**src/rtl/ucontrol_pkg.sv**
```systemverilog
// Shared definitions for the microprogrammed control unit: FSM states,
// ALU operation codes, bus mux/load codes and IR field constants.
package ucontrol_pkg;

    typedef enum logic [2:0] {
        ST_RST         = 3'd0,
        ST_FETCH       = 3'd1,
        ST_DECODE      = 3'd2,
        ST_ALU         = 3'd3,
        ST_BRANCH_EVAL = 3'd4,
        ST_BRANCH      = 3'd5,
        ST_PCINC       = 3'd6,
        ST_HALT        = 3'd7
    } state_t;

    // ALU operation codes; codes 0..4 with bit3 set take B = sext(B[12:0])
    localparam logic [3:0] ALU_ADD     = 4'd0;
    localparam logic [3:0] ALU_SUB     = 4'd1;
    localparam logic [3:0] ALU_AND     = 4'd2;
    localparam logic [3:0] ALU_OR      = 4'd3;
    localparam logic [3:0] ALU_XOR     = 4'd4;
    localparam logic [3:0] ALU_PASS_A  = 4'd5;
    localparam logic [3:0] ALU_INC4_A  = 4'd6;
    localparam logic [3:0] ALU_BR_DISP = 4'd7;
    localparam logic [3:0] ALU_IMM_BIT = 4'b1000;

    // Bus A/B mux codes
    localparam logic [5:0] MUX_IDLE = 6'd0;
    localparam logic [5:0] MUX_R0   = 6'd1;
    localparam logic [5:0] MUX_PC   = 6'd6;
    localparam logic [5:0] MUX_IR   = 6'd7;

    // Bus C load codes
    localparam logic [5:0] LD_PC   = 6'd5;
    localparam logic [5:0] LD_IR   = 6'd6;
    localparam logic [5:0] LD_NONE = 6'd15;

    // Clear decoder idle code
    localparam logic [3:0] CLR_IDLE = 4'hF;

    // IR field constants
    localparam logic [1:0] OP_BRANCH = 2'b00;
    localparam logic [1:0] OP_ARITH  = 2'b10;
    localparam logic [2:0] OP2_BICC  = 3'b010;

    localparam logic [3:0] OP3_ADD = 4'd0;
    localparam logic [3:0] OP3_AND = 4'd1;
    localparam logic [3:0] OP3_OR  = 4'd2;
    localparam logic [3:0] OP3_XOR = 4'd3;
    localparam logic [3:0] OP3_SUB = 4'd4;

    localparam logic [3:0] COND_BA   = 4'b1000;
    localparam logic [3:0] COND_BE   = 4'b0001;
    localparam logic [3:0] COND_BNE  = 4'b1001;
    localparam logic [3:0] COND_BNEG = 4'b0110;
    localparam logic [3:0] COND_BCS  = 4'b0101;
    localparam logic [3:0] COND_BVS  = 4'b0111;

    // Architectural register 0..3 -> bus A/B mux code (R0 = 1)
    function automatic logic [5:0] src_code(input logic [1:0] r);
        return {4'b0000, r} + MUX_R0;
    endfunction

    // op3[3:0] -> ALU operation (caller has already checked legality)
    function automatic logic [3:0] alu_from_op3(input logic [3:0] op3_lo);
        case (op3_lo)
            OP3_ADD: return ALU_ADD;
            OP3_SUB: return ALU_SUB;
            OP3_AND: return ALU_AND;
            OP3_OR:  return ALU_OR;
            OP3_XOR: return ALU_XOR;
            default: return ALU_ADD;
        endcase
    endfunction

endpackage

```
**src/rtl/ucontrol_sequencer_branch_cond_eval.sv**
```systemverilog
// Branch condition evaluator: decides taken/legal for a Bicc cond field
// against the latched PSR flags {n,z,v,c}.
module branch_cond_eval
    import ucontrol_pkg::*;
(
    input  logic [3:0] i_cond,
    input  logic [3:0] i_psr,
    output logic       o_taken,
    output logic       o_legal
);

    logic w_n, w_z, w_v, w_c;
    assign w_n = i_psr[3];
    assign w_z = i_psr[2];
    assign w_v = i_psr[1];
    assign w_c = i_psr[0];

    // Map each supported condition to its flag test; anything else is illegal
    always_comb begin
        o_taken = 1'b0;
        o_legal = 1'b1;
        case (i_cond)
            COND_BA:   o_taken = 1'b1;
            COND_BE:   o_taken = w_z;
            COND_BNE:  o_taken = ~w_z;
            COND_BNEG: o_taken = w_n;
            COND_BCS:  o_taken = w_c;
            COND_BVS:  o_taken = w_v;
            default:   o_legal = 1'b0;
        endcase
    end

endmodule

```
**src/rtl/ucontrol_sequencer.sv**
```systemverilog
// Microprogrammed control unit: fetches an instruction over a req/ack
// handshake, decodes the SPARC-style IR and sequences ALU, branch and
// PC-increment steps, driving the datapath bus/load/ALU controls.
//
// Handshake: mem_req is held high for the whole FETCH state; the cycle in
// which mem_ack is high is the transfer cycle (memory data is on BUS_C and
// the IR loads at the closing edge). Once raised, mem_req stays high until
// that transfer; ack seen in any other state is ignored.
module ucontrol_sequencer
    import ucontrol_pkg::*;
#(
    parameter int DATAWIDTH_BUS               = 32,
    parameter int DATAWIDTH_ALU_SELECTION     = 4,
    parameter int DATAWIDTH_DECODER_SELECTION = 4,
    parameter int DATA_BUS_CONTROL            = 6
)(
    input  logic                                   uCONTROL_CLOCK_50,
    input  logic                                   uCONTROL_RESET_InLow,
    input  logic [DATAWIDTH_BUS-1:0]               uCONTROL_Registro_IR_InBUS,
    input  logic                                   uCONTROL_overflow_InLow,
    input  logic                                   uCONTROL_carry_InLow,
    input  logic                                   uCONTROL_negative_InLow,
    input  logic                                   uCONTROL_zero_InLow,
    input  logic                                   uCONTROL_mem_ack_InHigh,
    output logic                                   uCONTROL_mem_req_OutHigh,
    output logic                                   uCONTROL_busC_src_Out,
    output logic [DATA_BUS_CONTROL-1:0]            uCONTROL_BUS_CONTROL_A_OutBUS,
    output logic [DATA_BUS_CONTROL-1:0]            uCONTROL_BUS_CONTROL_B_OutBUS,
    output logic [DATA_BUS_CONTROL-1:0]            uCONTROL_BUS_CONTROL_C_OutBUS,
    output logic                                   uCONTROL_BUS_SELECTOR_A_Out,
    output logic                                   uCONTROL_BUS_SELECTOR_B_Out,
    output logic                                   uCONTROL_BUS_SELECTOR_C_Out,
    output logic [DATAWIDTH_DECODER_SELECTION-1:0] uCONTROL_decoderclearselection_OutBUS,
    output logic [DATAWIDTH_ALU_SELECTION-1:0]     uCONTROL_aluselection_OutBUS,
    output logic [3:0]                             uCONTROL_psr_OutBUS,
    output logic                                   uCONTROL_halt_OutHigh,
    output logic [2:0]                             uCONTROL_state_OutBUS
);

    state_t     r_state;
    logic [5:0] r_bus_a;
    logic [5:0] r_bus_b;
    logic [5:0] r_bus_c;
    logic [3:0] r_alu;
    logic       r_mem_req;
    logic       r_busc_src;
    logic [3:0] r_psr;
    logic       r_halt;
    logic [3:0] r_cond;
    logic       r_setcc;

    // IR field extraction (valid while in DECODE, after the IR load edge)
    logic [1:0] w_op;
    logic [4:0] w_rd;
    logic [5:0] w_op3;
    logic [4:0] w_rs1;
    logic       w_i;
    logic [4:0] w_rs2;
    logic [2:0] w_op2;
    logic       w_unused;

    assign w_op  = uCONTROL_Registro_IR_InBUS[31:30];
    assign w_rd  = uCONTROL_Registro_IR_InBUS[29:25];
    assign w_op3 = uCONTROL_Registro_IR_InBUS[24:19];
    assign w_rs1 = uCONTROL_Registro_IR_InBUS[18:14];
    assign w_i   = uCONTROL_Registro_IR_InBUS[13];
    assign w_rs2 = uCONTROL_Registro_IR_InBUS[4:0];
    assign w_op2 = uCONTROL_Registro_IR_InBUS[24:22];
    // simm13 middle bits are consumed by the ALU path, not by the sequencer
    assign w_unused = &{1'b0, uCONTROL_Registro_IR_InBUS[12:5]};

    // Decode classification
    logic w_regs_ok;
    logic w_is_alu;
    logic w_is_branch;

    assign w_regs_ok   = (w_rd < 5'd4) && (w_rs1 < 5'd4) && (w_i || (w_rs2 < 5'd4));
    assign w_is_alu    = (w_op == OP_ARITH) && (w_op3[3:0] <= OP3_SUB) && w_regs_ok;
    assign w_is_branch = (w_op == OP_BRANCH) && (w_op2 == OP2_BICC);

    // Branch condition evaluation against latched flags
    logic w_taken;
    logic w_legal;

    branch_cond_eval u_branch_cond_eval (
        .i_cond  (r_cond),
        .i_psr   (r_psr),
        .o_taken (w_taken),
        .o_legal (w_legal)
    );

    // Sequencer FSM: next state and registered control word for that state
    always_ff @(posedge uCONTROL_CLOCK_50 or negedge uCONTROL_RESET_InLow) begin
        if (!uCONTROL_RESET_InLow) begin
            r_state    <= ST_RST;
            r_bus_a    <= MUX_IDLE;
            r_bus_b    <= MUX_IDLE;
            r_bus_c    <= LD_NONE;
            r_alu      <= ALU_ADD;
            r_mem_req  <= 1'b0;
            r_busc_src <= 1'b0;
            r_psr      <= 4'b0000;
            r_halt     <= 1'b0;
            r_cond     <= 4'b0000;
            r_setcc    <= 1'b0;
        end else begin
            // Idle control word unless the target state overrides it
            r_bus_a    <= MUX_IDLE;
            r_bus_b    <= MUX_IDLE;
            r_bus_c    <= LD_NONE;
            r_alu      <= ALU_ADD;
            r_mem_req  <= 1'b0;
            r_busc_src <= 1'b0;
            case (r_state)
                ST_RST: begin
                    r_state    <= ST_FETCH;
                    r_bus_a    <= MUX_PC;
                    r_mem_req  <= 1'b1;
                    r_busc_src <= 1'b1;
                end
                ST_FETCH: begin
                    if (uCONTROL_mem_ack_InHigh) begin
                        r_state <= ST_DECODE;
                    end else begin
                        r_state    <= ST_FETCH;
                        r_bus_a    <= MUX_PC;
                        r_mem_req  <= 1'b1;
                        r_busc_src <= 1'b1;
                    end
                end
                ST_DECODE: begin
                    r_cond  <= uCONTROL_Registro_IR_InBUS[28:25];
                    r_setcc <= w_op3[4];
                    if (w_is_alu) begin
                        r_state <= ST_ALU;
                        r_bus_a <= src_code(w_rs1[1:0]);
                        r_bus_b <= w_i ? MUX_IR : src_code(w_rs2[1:0]);
                        // R0 is hardwired zero: never load it
                        r_bus_c <= (w_rd == 5'd0) ? LD_NONE : {4'b0000, w_rd[1:0]};
                        r_alu   <= alu_from_op3(w_op3[3:0]) | (w_i ? ALU_IMM_BIT : 4'b0000);
                    end else if (w_is_branch) begin
                        r_state <= ST_BRANCH_EVAL;
                    end else begin
                        r_state <= ST_HALT;
                        r_halt  <= 1'b1;
                    end
                end
                ST_ALU: begin
                    if (r_setcc) begin
                        r_psr <= ~{uCONTROL_negative_InLow, uCONTROL_zero_InLow,
                                   uCONTROL_overflow_InLow, uCONTROL_carry_InLow};
                    end
                    r_state <= ST_PCINC;
                    r_bus_a <= MUX_PC;
                    r_bus_c <= LD_PC;
                    r_alu   <= ALU_INC4_A;
                end
                ST_BRANCH_EVAL: begin
                    if (!w_legal) begin
                        r_state <= ST_HALT;
                        r_halt  <= 1'b1;
                    end else if (w_taken) begin
                        r_state <= ST_BRANCH;
                        r_bus_a <= MUX_PC;
                        r_bus_b <= MUX_IR;
                        r_bus_c <= LD_PC;
                        r_alu   <= ALU_BR_DISP;
                    end else begin
                        r_state <= ST_PCINC;
                        r_bus_a <= MUX_PC;
                        r_bus_c <= LD_PC;
                        r_alu   <= ALU_INC4_A;
                    end
                end
                ST_BRANCH, ST_PCINC: begin
                    r_state    <= ST_FETCH;
                    r_bus_a    <= MUX_PC;
                    r_mem_req  <= 1'b1;
                    r_busc_src <= 1'b1;
                end
                ST_HALT: begin
                    r_state <= ST_HALT;
                end
                default: begin
                    r_state <= ST_RST;
                end
            endcase
        end
    end

    // The IR load must coincide with the ack cycle itself, so the C code is
    // the only control that reacts to ack inside FETCH.
    assign uCONTROL_BUS_CONTROL_C_OutBUS =
        ((r_state == ST_FETCH) && uCONTROL_mem_ack_InHigh) ? LD_IR : r_bus_c;

    assign uCONTROL_BUS_CONTROL_A_OutBUS         = r_bus_a;
    assign uCONTROL_BUS_CONTROL_B_OutBUS         = r_bus_b;
    assign uCONTROL_BUS_SELECTOR_A_Out           = 1'b0;
    assign uCONTROL_BUS_SELECTOR_B_Out           = 1'b0;
    assign uCONTROL_BUS_SELECTOR_C_Out           = 1'b0;
    assign uCONTROL_decoderclearselection_OutBUS = CLR_IDLE;
    assign uCONTROL_aluselection_OutBUS          = r_alu;
    assign uCONTROL_mem_req_OutHigh              = r_mem_req;
    assign uCONTROL_busC_src_Out                 = r_busc_src;
    assign uCONTROL_psr_OutBUS                   = r_psr;
    assign uCONTROL_halt_OutHigh                 = r_halt;
    assign uCONTROL_state_OutBUS                 = r_state;

endmodule

```
**config.mk**
```make
export PLATFORM = sky130hd
export DESIGN_NAME = ucontrol_sequencer
export DESIGN_NICKNAME = d
export VERILOG_FILES = /design/src/rtl/ucontrol_pkg.sv /design/src/rtl/ucontrol_sequencer_branch_cond_eval.sv /design/src/rtl/ucontrol_sequencer.sv
export SDC_FILE = /design/constraint.sdc
export NUM_CORES = 1
export LEC_CHECK = 0
export CAP_MARGIN = 20
export CORE_MARGIN = 4
export CORE_UTILIZATION = 45
export CTS_CLUSTER_DIAMETER = 30
export DETAILED_ROUTE_END_ITERATION = 8
export DONT_BUFFER_PORTS = 1
export MAX_ROUTING_LAYER = met4
export PLACE_DENSITY = 0.72
export REMOVE_ABC_BUFFERS = 1
export SKIP_CTS_REPAIR_TIMING = 1
export SYNTH_ARGS = -nofsm -noshare
export SYNTH_HDL_FRONTEND = slang
export SYNTH_SLANG_ARGS = --single-unit
```
**constraint.sdc**
```tcl
create_clock -name uCONTROL_CLOCK_50 -period 6.4 [get_ports uCONTROL_CLOCK_50]
set_clock_uncertainty 0.2 [all_clocks]
set_input_delay 0.96 -clock uCONTROL_CLOCK_50 [delete_from_list [all_inputs] [get_ports uCONTROL_CLOCK_50]]
set_output_delay 0.96 -clock uCONTROL_CLOCK_50 [all_outputs]
set_load 0.01 [all_outputs]
```
==> flow_summary.json <==
{
  "outcome": "complete, no violations",
  "firstDrtPassIters": 4,
  "vdd_drop_max_uv": 161,
  "via_count": 1104,
  "fin_area_um2": 1480,
  "synth-seq-cells": 28,
  "die_w_um": 65.4,
  "grt-ovfl-total": 0,
  "hold_violations": 0,
  "synth_simple_gate_area_frac": 0.236,
  "die_area_um2": 4270,
  "worstRegToRegCells": 4,
  "synth-edff-count": 0,
  "synth_top_family_by_area": "simple AND/OR/NAND/NOR gates",
  "viasPerCell": 5.58,
  "p_leak_uw": 0.000647,
  "antenna_found_initial": 0,
  "r2r_end": "uCONTROL_aluselection_OutBUS[0]",
  "muxShareOfSynthArea": 0.00676,
  "grt_use_total": 0.159,
  "synth-xor-area-share": 0.0118,
  "hold_ws_ns": 0.101,
  "syn_inst": 158,
  "async_reset_ff_frac": 1.00,
  "drc": 0,
  "crit_required_ns": 5.24,
  "drive_gt1_frac": 0.110,
  "avgRoutedWirePerCell_um": 16.1,
  "ctsRootBufferMaster": "clkbuf_4",
  "hpwl_mm": 2.55,
  "rsz0062_at_grt": "no",
  "p_per_area_nw_per_um2": 410,
  "row_count": 20,
  "post-place-cells": 194,
  "clock_sinks": 28,
  "final_net_count": 196,
  "finalSetupTns_ns": 0,
  "worst_slack_ns": 3.21,
  "finalSetupViolCount": 0,
  "critPathMaxFanout": 13,
  "fp.dieH_um": 65.4,
  "max_freq_ghz": 0.313,
  "drtIter0Drc": 28,
  "pin_count": 78,
  "grt_pass1_vias": 1061,
  "cts_tree": "built",
  "fin_crit_ns": 3.19,
  "synth_compound_area_frac": 0.153,
  "fill_cells": 315,
  "slew_violations": 0,
  "critical-path-max-stage-delay_ns": 0.81,
  "clockBufferDepth": 2,
  "seq_area_frac_synth": 0.476,
  "wirelength_mm": 3.19,
  "reg2reg_slack_ns": 3.88,
  "r2r_start": "uCONTROL_state_OutBUS[1]",
  "antenna_cells": 0,
  "syn_area_um2": 1480,
  "grt_max_degree": 29,
  "fin_cells": 198,
  "htree_levels": 1,
  "worstPathCellList": "nor4bb_1, or2_2",
  "max_cap_viol_count": 0,
  "grt_pass1_wl_mm": 5.15,
  "critPathArrivalTime_ns": 2.03,
  "ant_nets": 0,
  "max-slew-margin-rel": 0.419,
  "cts_inserted_buffers": 3,
  "synthAdderAreaFrac": 0.0169,
  "io_buffers": 0,
  "yosysUniqueCellTypes": 41,
  "crit_slowest_cell": "nor4bb_1",
  "coreArea_um2": 3100,
  "start_util": 0.477,
  "fin_crit_sh": 0.499,
  "clk_latency_ns": 0.32,
  "end_kind": "output port",
  "critPathKind": "flop to output port",
  "avgSynthCellArea_um2": 9.38,
  "hold_path_class": "primary input to async pin",
  "tightest_slew_ns": 0.860,
  "worstSetupStartpointType": "flop",
  "postPlaceCellArea_um2": 1450,
  "path_clk_slew_ns": 0.16,
  "area_growth_pct": -0.0000675,
  "gp_congestion": 0.927,
  "post-place-ws_ns": 3.08,
  "yosys_warnings": 0,
  "synth_flop_cell": "dfrtp_1"
}
==> power breakdown <==
group,internal (uW),switching [uW]
Clock,34.8,50.9
Combinational,88.8,111
Sequential,238,84.0
==> layout by cell type, fill, tap and decap left out, types with 2 or more instances in the layout <==
cell / synthesis / routed
nor3b_1: 3 / 3
clkbuf_4: 0 / 3
dfrtp_1: 24 / 24
or2_2: 4 / 4
conb_1: 2 / 15
a21o_1: 2 / 2
o211ai_1: 2 / 2
a21oi_1: 8 / 8
nand3_1: 3 / 3
nand2b_1: 2 / 2
nor3_1: 2 / 2
ha_1: 2 / 2
nor2_1: 10 / 10
nor2b_1: 5 / 5
nor4_1: 2 / 2
nand2_1: 23 / 23
or4_1: 2 / 2
o21ai_0: 15 / 15
or3_1: 3 / 3
dfstp_2: 4 / 4
==> final cells by class <==
type	count	area [um^2]	share of cell area
sequential	28	706	0.476
multi-input combinational	122	684	0.462
tap	44	55.1	0.0372
clock buffer	4	36.3	0.0245
==> stage by stage <==
stage	util	power (uW)
finish	0.477	607
global route	0.477	656
CTS	0.477	609
detailed placement	0.466	526
global placement	0.466	513
floorplan	-	471
==> metal layers <==
metal	routed length [um]	track usage
met5	0	-
met2	1630	0.276
met4	7	0.0233
met1	1250	0.195
met3	308	0.0359
==> worst max-delay path by stage <==
stage,startpoint,end,slack (ns)
floorplan,uCONTROL_Registro_IR_InBUS[30],uCONTROL_aluselection_OutBUS[0],3.22
global placement,uCONTROL_Registro_IR_InBUS[30],uCONTROL_aluselection_OutBUS[0],3.11
detailed placement,uCONTROL_Registro_IR_InBUS[30],uCONTROL_aluselection_OutBUS[0],3.08
CTS,uCONTROL_state_OutBUS[0],uCONTROL_BUS_CONTROL_C_OutBUS[1],3.22
global route,uCONTROL_state_OutBUS[0],uCONTROL_BUS_CONTROL_C_OutBUS[2],3.01
finish,uCONTROL_state_OutBUS[0],uCONTROL_BUS_CONTROL_C_OutBUS[2],3.21
==> sequential cells by signal (all words and copies together), names as in the netlist <==
name,count
r_bus_c,4
r_cond,4
uCONTROL_BUS_CONTROL_A_OutBUS,3
uCONTROL_BUS_CONTROL_B_OutBUS,3
uCONTROL_halt_OutHigh,1
uCONTROL_state_OutBUS,3
uCONTROL_psr_OutBUS,4
uCONTROL_busC_src_Out,1
uCONTROL_aluselection_OutBUS,4
r_setcc,1
==> Yosys cell counts (3+ instances only) <==
| master | instances | area (um^2) |
|---|---|---|
| o21ai_0 | 15 | 75.1 |
| nand3_1 | 3 | 15.0 |
| nor2_1 | 10 | 37.5 |
| dfstp_2 | 4 | 105 |
| nor3b_1 | 3 | 22.5 |
| nor2b_1 | 5 | 31.3 |
| or3_1 | 3 | 18.8 |
| or2_2 | 4 | 25.0 |
| a21oi_1 | 8 | 40.0 |
| clkbuf_1 | 4 | 15.0 |
| dfrtp_1 | 24 | 601 |
| nand2_1 | 23 | 86.3 |
| buf_4 | 16 | 120 |
==> critical path: cells and delay by family, from the launching register on <==
| family | cells | cell delay, ns |
|---|---|---|
| flip-flops | 1 | 0.63 |
| AND/OR/NAND/NOR | 2 | 1.08 |
==> kinds of logic after synthesis <==
| family | after synthesis |
|---|---|
| AOI/OAI and AO/OA | 36 |
| other | 2 |
| DFF | 28 |
| xor gates and xnor gates | 2 |
| muxes | 1 |
| adders and majority gates | 2 |
| and+or+nand+nor | 66 |
| buffers and inverters | 21 |
Note: power is estimated with default switching activity, not from simulation.
